**config.mk**
```make
export PLATFORM = sky130hd
export DESIGN_NAME = error_event_capture
export DESIGN_NICKNAME = d
export VERILOG_FILES = /design/src/rtl/flux_diag_pkg.sv /design/src/rtl/event_log_fifo.sv /design/src/rtl/error_event_capture.sv
export SDC_FILE = /design/constraint.sdc
export NUM_CORES = 1
export LEC_CHECK = 0
export ABC_AREA = 1
export CORE_ASPECT_RATIO = 1.5
export CORE_MARGIN = 4
export CORE_UTILIZATION = 58
export DETAILED_ROUTE_END_ITERATION = 8
export MAX_ROUTING_LAYER = met4
export PLACE_DENSITY = 0.85
export REMOVE_ABC_BUFFERS = 1
export SLEW_MARGIN = 20
export SYNTH_ARGS = -nofsm -noshare
export SYNTH_HDL_FRONTEND = slang
export SYNTH_SLANG_ARGS = --single-unit
```
**constraint.sdc**
```tcl
create_clock -name clk -period 5.3 [get_ports clk]
set_clock_uncertainty 0.1 [all_clocks]
set_input_delay 1.06 -clock clk [delete_from_list [all_inputs] [get_ports clk]]
set_output_delay 1.06 -clock clk [all_outputs]
set_load 0.05 [all_outputs]
```
**src/rtl/flux_diag_pkg.sv**
```systemverilog
// Shared definitions for the flux diagnostics blocks.
// Holds the uPD765 status-byte bit positions, the error-mask bit layout used
// by both the strobe outputs and the event log, and the log entry field widths.
package flux_diag_pkg;

    // ST1 bit positions
    localparam int unsigned ST1_MA = 0;   // missing address mark
    localparam int unsigned ST1_OR = 4;   // overrun / underrun
    localparam int unsigned ST1_DE = 5;   // data error (CRC)

    // ST2 bit positions
    localparam int unsigned ST2_MD = 0;   // missing data address mark
    localparam int unsigned ST2_DD = 5;   // CRC error in data field

    // Error mask bit positions, LSB first
    localparam int unsigned ERRMASK_CRC_DATA    = 0;
    localparam int unsigned ERRMASK_CRC_ADDR    = 1;
    localparam int unsigned ERRMASK_MISSING_AM  = 2;
    localparam int unsigned ERRMASK_MISSING_DAM = 3;
    localparam int unsigned ERRMASK_OVERRUN     = 4;
    localparam int unsigned ERRMASK_UNDERRUN    = 5;
    localparam int unsigned ERRMASK_SEEK        = 6;
    localparam int unsigned ERRMASK_WRITE_FAULT = 7;
    localparam int unsigned ERRMASK_PLL_UNLOCK  = 8;
    localparam int unsigned ERRMASK_W           = 9;

    // Log entry layout: {timestamp, track, mask}
    localparam int unsigned LOG_TRACK_W = 8;
    localparam int unsigned LOG_MASK_W  = ERRMASK_W;

    function automatic int unsigned log_entry_w(input int unsigned ts_w);
        return ts_w + LOG_TRACK_W + LOG_MASK_W;
    endfunction

endpackage

```
**src/rtl/event_log_fifo.sv**
```systemverilog
// Circular event log with overwrite-oldest on overflow.
// Ports:
//   clk, reset    : clock, synchronous active-high reset
//   clear         : empties the log and clears overflow; beats push and pop
//   push, push_data : write one entry (always accepted)
//   pop           : consume head entry; ignored when empty
//   valid         : log non-empty
//   head          : oldest entry (meaningful when valid)
//   overflow      : sticky, set when an entry was discarded by a push
//   count         : entries held, 0..DEPTH
module event_log_fifo #(
    parameter int unsigned DEPTH = 16,
    parameter int unsigned W     = 41
) (
    input  logic                       clk,
    input  logic                       reset,
    input  logic                       clear,
    input  logic                       push,
    input  logic [W-1:0]               push_data,
    input  logic                       pop,
    output logic                       valid,
    output logic [W-1:0]               head,
    output logic                       overflow,
    output logic [$clog2(DEPTH):0]     count
);
    localparam int unsigned AW = $clog2(DEPTH);
    localparam int unsigned CW = AW + 1;
    localparam logic [CW-1:0] FULL = CW'(DEPTH);

    logic [W-1:0]  mem [DEPTH];
    logic [AW-1:0] rd_ptr;
    logic [AW-1:0] wr_ptr;
    logic [CW-1:0] count_next;
    logic          do_pop;
    logic          drop_oldest;

    always_comb begin
        do_pop      = pop && (count != '0);
        // Full log, push without a pop: the head is sacrificed to make room.
        drop_oldest = push && !do_pop && (count == FULL);
        count_next  = count;
        if (push && !do_pop && (count != FULL))
            count_next = count + CW'(1);
        else if (!push && do_pop)
            count_next = count - CW'(1);
    end

    always_ff @(posedge clk) begin
        if (reset || clear) begin
            rd_ptr   <= '0;
            wr_ptr   <= '0;
            count    <= '0;
            valid    <= 1'b0;
            overflow <= 1'b0;
        end else begin
            if (push)
                wr_ptr <= wr_ptr + AW'(1);
            if (do_pop || drop_oldest)
                rd_ptr <= rd_ptr + AW'(1);
            if (drop_oldest)
                overflow <= 1'b1;
            count <= count_next;
            valid <= (count_next != '0);
        end
    end

    // Storage needs no reset; occupancy is tracked by the pointers.
    always_ff @(posedge clk) begin
        if (push && !clear && !reset)
            mem[wr_ptr] <= push_data;
    end

    assign head = mem[rd_ptr];

endmodule

```
**src/rtl/error_event_capture.sv**
```systemverilog
// Error event capture: decodes FDC end-of-command status, seek result,
// drive write fault and PLL lock loss into one-cycle error strobes plus an
// operation_complete strobe, and logs each error event with a microsecond
// timestamp and the current track in a circular log drained by the host.
// Ports:
//   clk, reset                 : clock, synchronous active-high reset
//   cmd_done, cmd_is_write     : end-of-command pulse and its direction
//   st1, st2                   : uPD765 status bytes, valid with cmd_done
//   seek_done, seek_fail       : end-of-seek pulse and its result
//   drv_write_fault            : drive write fault level
//   pll_locked, op_active      : data separator lock, read/write in progress
//   cur_track                  : current cylinder, logged with each event
//   err_*                      : one-cycle error strobes
//   operation_complete         : one-cycle strobe per cmd_done
//   log_valid/log_data/log_pop : log head and consume handshake
//   log_clear                  : empty log, clear overflow
//   log_overflow, log_count    : sticky overwrite flag, entries held
module error_event_capture
    import flux_diag_pkg::*;
#(
    parameter int unsigned DEPTH      = 16,
    parameter int unsigned TS_W       = 24,
    parameter int unsigned CLK_PER_US = 50
) (
    input  logic                   clk,
    input  logic                   reset,
    input  logic                   cmd_done,
    input  logic                   cmd_is_write,
    input  logic [7:0]             st1,
    input  logic [7:0]             st2,
    input  logic                   seek_done,
    input  logic                   seek_fail,
    input  logic                   drv_write_fault,
    input  logic                   pll_locked,
    input  logic                   op_active,
    input  logic [7:0]             cur_track,
    output logic                   err_crc_data,
    output logic                   err_crc_addr,
    output logic                   err_missing_am,
    output logic                   err_missing_dam,
    output logic                   err_overrun,
    output logic                   err_underrun,
    output logic                   err_seek,
    output logic                   err_write_fault,
    output logic                   err_pll_unlock,
    output logic                   operation_complete,
    output logic                   log_valid,
    output logic [TS_W+16:0]       log_data,
    input  logic                   log_pop,
    input  logic                   log_clear,
    output logic                   log_overflow,
    output logic [$clog2(DEPTH):0] log_count
);
    localparam int unsigned PRE_W   = $clog2(CLK_PER_US);
    localparam int unsigned ENTRY_W = log_entry_w(TS_W);
    localparam logic [PRE_W-1:0] PRE_LAST = PRE_W'(CLK_PER_US - 1);

    logic [ERRMASK_W-1:0] mask_next;
    logic [ERRMASK_W-1:0] mask_q;
    logic                 oc_q;
    logic                 wf_prev;
    logic                 pll_prev;
    logic [PRE_W-1:0]     prescale;
    logic [TS_W-1:0]      timestamp;

    always_comb begin
        mask_next = '0;
        if (cmd_done) begin
            mask_next[ERRMASK_CRC_DATA]    = st1[ST1_DE] &  st2[ST2_DD];
            mask_next[ERRMASK_CRC_ADDR]    = st1[ST1_DE] & ~st2[ST2_DD];
            mask_next[ERRMASK_MISSING_AM]  = st1[ST1_MA] & ~st2[ST2_MD];
            mask_next[ERRMASK_MISSING_DAM] = st2[ST2_MD];
            mask_next[ERRMASK_OVERRUN]     = st1[ST1_OR] & ~cmd_is_write;
            mask_next[ERRMASK_UNDERRUN]    = st1[ST1_OR] &  cmd_is_write;
        end
        mask_next[ERRMASK_SEEK]        = seek_done & seek_fail;
        mask_next[ERRMASK_WRITE_FAULT] = drv_write_fault & ~wf_prev;
        // Lock loss only matters while data is actually being transferred.
        mask_next[ERRMASK_PLL_UNLOCK]  = pll_prev & ~pll_locked & op_active;
    end

    always_ff @(posedge clk) begin
        if (reset) begin
            mask_q    <= '0;
            oc_q      <= 1'b0;
            wf_prev   <= 1'b0;
            pll_prev  <= 1'b1;
            prescale  <= '0;
            timestamp <= '0;
        end else begin
            mask_q   <= mask_next;
            oc_q     <= cmd_done;
            wf_prev  <= drv_write_fault;
            pll_prev <= pll_locked;
            if (prescale == PRE_LAST) begin
                prescale  <= '0;
                timestamp <= timestamp + TS_W'(1);
            end else begin
                prescale <= prescale + PRE_W'(1);
            end
        end
    end

    assign err_crc_data       = mask_q[ERRMASK_CRC_DATA];
    assign err_crc_addr       = mask_q[ERRMASK_CRC_ADDR];
    assign err_missing_am     = mask_q[ERRMASK_MISSING_AM];
    assign err_missing_dam    = mask_q[ERRMASK_MISSING_DAM];
    assign err_overrun        = mask_q[ERRMASK_OVERRUN];
    assign err_underrun       = mask_q[ERRMASK_UNDERRUN];
    assign err_seek           = mask_q[ERRMASK_SEEK];
    assign err_write_fault    = mask_q[ERRMASK_WRITE_FAULT];
    assign err_pll_unlock     = mask_q[ERRMASK_PLL_UNLOCK];
    assign operation_complete = oc_q;

    event_log_fifo #(
        .DEPTH (DEPTH),
        .W     (ENTRY_W)
    ) u_log (
        .clk       (clk),
        .reset     (reset),
        .clear     (log_clear),
        .push      (|mask_next),
        .push_data ({timestamp, cur_track, mask_next}),
        .pop       (log_pop),
        .valid     (log_valid),
        .head      (log_data),
        .overflow  (log_overflow),
        .count     (log_count)
    );

endmodule

```
### Word level (Yosys, flattened, before mapping)

Memory sizes are Yosys's and may differ from the RTL's. A register that Yosys moved wholly into a read port is not among the register bits.
Cells that the tools add are included.

| storage, ports and cells | value |
|---|---|
| register bits | 57 |
| bits in latches | 0 |
| RAM bits | 656 |
| ROM bits | 0 |
| word-level logic and storage cells | 59 |
| memories kept | 1 |

Memory list:

| name | depth | width | rd ports | clocked after memory_dff | write ports | RTL line | RTL |
|---|---|---|---|---|---|---|---|
| u_log.mem | 16 | 41 | 1 | 1 | 1 | event_log_fifo.sv:30 | `logic [W-1:0] mem [DEPTH];` |

| cells by class | value |
|---|---|
| add/subtract/negate cells | 6 |
| multipliers | 0 |
| divide/modulo/power cells | 0 |
| order comparisons | 0 |
| eq/ne operators | 3 |
| shifts and indexed selects | 0 |
| muxes and demuxes | 7 |
| bitwise gates (word level) | 14 |
| reductions and logical operators | 17 |

Operators by type and width:

| kind | number |
|---|---|
| $add A24 B1 Y24 const B | 1 |
| $mux W5 | 2 |
| $reduce_bool A5 Y1 | 2 |
| $and A1 B1 Y1 | 9 |
| $reduce_or A9 Y1 | 1 |
| $add A4 B1 Y4 const B | 2 |
| $mux W4 | 2 |
| $logic_and A1 B1 Y1 | 7 |
| $add A6 B1 Y6 const B | 1 |
| $eq A6 B6 Y1 const B | 1 |
| $mux W6 | 1 |
| $add A5 B1 Y5 const B | 1 |
| $eq A5 B5 Y1 const B | 1 |
| $ne A5 B5 Y1 const B | 1 |
| $not A1 Y1 | 5 |
| $sub A5 B1 Y5 const B | 1 |
| $logic_not A1 Y1 | 4 |
| $logic_or A1 B1 Y1 | 2 |
| $mux W1 | 2 |
| $reduce_or A2 Y1 | 1 |

### Longest topological paths before layout

| depth | value |
|---|---|
| depth in word-level cells | 9 |
| mapped depth | 14 |
| mapped depth without buffers | 14 |

### Modules after synthesis

A second synthesis with hierarchy kept.

| unflattened totals | value |
|---|---|
| cells, all modules | 2,152 |
| area, all modules | 29,193.0 um^2 |

By module, submodules not included:

| module | instances | cells an instance | area each (um^2) | sequential area each (um^2) |
|---|---|---|---|---|
| event_log_fifo | 1 | 1,879 | 27,278.7 | 20,079.3 |
| error_event_capture | 1 | 273 | 1,914.3 | 840.8 |

### Worst setup path before layout

Ideal clock, no wire load.

| path | value |
|---|---|
| path kind | input to register |
| start point | in op_active |
| end point | mem u_log.mem[11][0], enable pin |
| arrival time | 3,628 ps |
| path slack | 1,132 ps |
| stages on the path | 7 |
| buffers on the path | 1 |
| cell sequence | nand2_1 -> nor2_2 -> nor2_4 -> nand2_4 -> buf_8 -> nand2_1 -> nor2_1 |

| between the ends | value |
|---|---|
| longest elaborated chain between the ends | 6 |

RTL lines:

| element | RTL line | RTL |
|---|---|---|
| start: declaration | error_event_capture.sv:35 | `input logic op_active,` |
| $and A1 B1 Y1 | error_event_capture.sv:79 | `mask_next[ERRMASK_PLL_UNLOCK] = pll_prev & ~pll_locked & op_active;` |
| net mask_next[8] | error_event_capture.sv:58 | `logic [ERRMASK_W-1:0] mask_next;` |
| $reduce_or A9 Y1 | error_event_capture.sv:122 | `.push (\|mask_next),` |
| $logic_and A1 B1 Y1 (2 in series) | event_log_fifo.sv:69 | `if (push && !clear && !reset)` |
| $mux W1 | event_log_fifo.sv:69 |  |
| $mux W1 (not written as such) | event_log_fifo.sv:70 | `mem[wr_ptr] <= push_data;` |
| end: declaration | event_log_fifo.sv:30 |  |

The timed path passes the listed nets, and every way through them passes these cells.

==> metrics.md <==
| Metric | Value |
|---|---|
| Number of synthesized flops with an enable pin | `656` |
| Rel. slew slack | `29.1%` |
| Nets | `2256` |
| TritonCTS clock tree | `built` |
| Vias/cell | `slightly above 6` |
| Synthesis Warnings | `0` |
| Worst Path Required | `4.14 ns` |
| Mapped cell area | `a little under 30000 µm²` |
| Async SR Flop Fraction | `0%` |
| Die area | `roughly 54000 µm²` |
| Final std cells w/o fill | `a little under 3000` |
| Post-CTS Setup Inserts | `0` |
| Design area | `about 33000 µm²` |
| Main synth FF type | `edfxtp_1` |
| Type of the worst min-delay path | `flop to flop` |
| Total net switching power | `approximately 2.3 mW` |
| Iteration-0 DRC Markers | `2539` |
| Syn-to-layout area delta | `12.9%` |
| DP Worst Slack | `between 1 and 1.5 ns` |
| PwrDens | `about 340 nW/µm²` |
| Fin crit share | `slightly below 90%` |
| Initial antenna violation count | `0` |
| Commonest non-fill, non-tap cell in the layout | `edfxtp_1` |
| First-pass GRT wire length | `between 100000 and 150000 µm` |
| Switching Share | `about 20%` |
| Total gr overflow | `0` |
| Synth Register Bits | `roughly 720` |
| Tot GR Track Use | `approximately a quarter` |
| Site Rows | `100` |
| Post-Route WL | `between 60000 and 70000 µm` |
| Setup Viol. Count Final | `0` |
| Per-cell routed wire length | `22.9 µm` |
| Slew @ Worst Pin | `about 1.1 ns` |
| Comb pwr share | `under 10%` |
| Root Driver | `clkbuf_16` |
| Synth area leader | `edfxtp_1` |
| RePlAce Congestion | `about 0.87` |
| Post-cts sizing count | `0` |
| Max Fclk | `216 MHz` |
| Starting density of the core | `58.5%` |
| Total iterations of the first detailed-routing run | `6` |
| VDD IR max | `279 µV` |
| Setup repair after global routing missed its margin | `false` |
| Status | `complete, no violations` |
| CP arrival | `around 3.5 ns` |
| Clock power share | `roughly 40%` |
| Fill cell count | `~3200` |
| Total number of clock tree sinks | `between 700 and 800` |
| Sequential area share after synthesis | `between 70% and 80%` |
| CTS clk-pin slew, worst paths | `around 0.06 ns` |
| Crit. End Element | `output port` |
| Synth top area cells | `edfxtp_1 (68%), mux2i_1 (5.6%), o211ai_1 (4.2%)` |
| Final hold vios | `0` |
| Drt drc | `0` |
| P_int | `between 8 and 9 mW` |
| Vias | `roughly 18000` |
| Max FO, Critical Path | `78` |
| DIE HEIGHT | `between 200 and 300 µm` |
| Largest net degree at the start of global routing | `around 170` |
| Leakage Power | `10.9 nW` |
| Vias in the first global route | `between 15000 and 20000` |
| Startpoint Class | `flop` |
| Clk_lat worst skew | `0.60 ns` |
| H-tree levels | `2` |
| Register share of total power | `between 50 and 60%` |
| Post-synth top area share | `67.8%` |
| TritonCTS Buffers | `58` |
| Max-slew violation count | `0` |
| Die width | `roughly 190 µm` |
| # IOs | `93` |
| Sequential standard cell area | `approximately 21000 µm²` |
| Final setup margin | `0.674 ns` |
| Synth cell types | `40` |
| Core area | `49700 µm²` |
| IO Port Bufs | `between 80 and 90` |
| Commonest cells after routing, fill and taps aside | `edfxtp_1 (656), inv_1 (219), a21oi_1 (191)` |
| Syn_area_per_cell | `about 14 µm²` |
| Multi-input logic area | `about 6800 µm²` |
| Post-Route Setup TNS | `0 ns` |
| Final Power | `11.2 mW` |
| Max-Cap Viols | `0` |
| Routed Antenna Nets | `0` |
| Final min period | `between 4 and 5 ns` |
| Synth Instances | `about 2100` |
| Area after DPL | `30800 µm²` |
| Placed cell count | `2813` |
| Crit Path Class | `flop to output port` |
| Diode count | `0` |
| Clk buf depth | `3` |
| Detail Placement HPWL | `about 35000 µm` |
| Layout cell share with drive strength beyond 1 | `about 8%` |
| Hold_buf cts | `0` |
[metal layers]
layer,vias up,part of all wire (%),GRT usage [%]
li1,8002,-,-
met1,8812,36,30.5
met2,1106,51,42.8
met3,211,9.1,3.47
met4,0,4.0,11.1
met5,-,0,-
[worst max-delay path, stage by stage, from the launching register on]
cell             delay [ns]
dfxtp_4                0.67
buf_4                  0.86
o211ai_1               0.23
nand3_1                0.18
nand2_1                0.14
clkdlybuf4s50_1        0.74
[stage by stage]
step | hold slack, ns | utilization (%)
2_1_floorplan | 0.342 | -
3_3_place_gp | 0.347 | 62.0
3_5_place_dp | 0.361 | 62.0
4_1_cts | 0.379 | 66.1
5_1_grt | 0.408 | 66.1
6_report | 0.369 | 66.1
[state kept, by name, summed over array words and instances (netlist names), 4 cells and up, named ones only]
| name | cells |
|---|---|
| prescale | 6 |
| timestamp | 24 |
| mask_q | 9 |
| u_log.mem | 656 |
| u_log.count | 5 |
| u_log.wr_ptr | 4 |
| u_log.rd_ptr | 4 |
[power groups by stage]
stage               clock [mW]  combinational [mW]  sequential (mW)
CTS                       4.53               0.556             6.17
finish                    4.51               0.555             6.17
global route              4.78               0.593             6.17
global placement             0               0.529             6.29
floorplan                    0               0.358             6.34
detailed placement           0               0.549             6.29
[synthesized netlist by cell type, types with 7 or more instances]
cell type / count
mux2i_1: 164
edfxtp_1: 656
o21ai_1: 24
a21oi_1: 191
nor3_1: 16
nor2_1: 68
nand3_1: 72
nand4_1: 7
dfxtp_1: 61
o21ai_0: 186
buf_2: 23
clkbuf_1: 67
nand2_1: 125
nand2_2: 8
inv_1: 220
xor2_1: 9
ha_1: 11
buf_4: 13
buf_1: 15
o211ai_1: 164
[cells by family (layout without fill, tap and decap cells)]
logic type,Yosys count,after routing,share of synthesized area (%)
buf+inv,349,461,4.94
compound gates,571,571,11.3
flops,717,717,72.0
simple gates,321,321,5.20
mux,164,164,5.65
fa+ha+maj,11,11,0.474
xor+xnor,14,14,0.422
[final timing paths]
| path | start | endpoint | slack, ns | cells past startpoint |
|---|---|---|---|---|
| min reg2reg | u_log.overflow | u_log.overflow | 0.37 | 2 |
| max reg2reg | pll_prev | u_log.mem[11][33] | 2.33 | 7 |
| min | u_log.overflow | u_log.overflow | 0.37 | 2 |
| max | flop | log_data[30] | 0.67 | 5 |
[final cells by class]
cell class	instances	share of cell area, %
clock inverters	24	1.18
inverters	225	2.58
repair buffers	127	4.17
well taps	663	2.53
clock buffers	85	4.95
flip-flops and latches	717	63.8
multi-input cells	1081	20.8
Note: power is estimated with default switching activity, not from simulation.
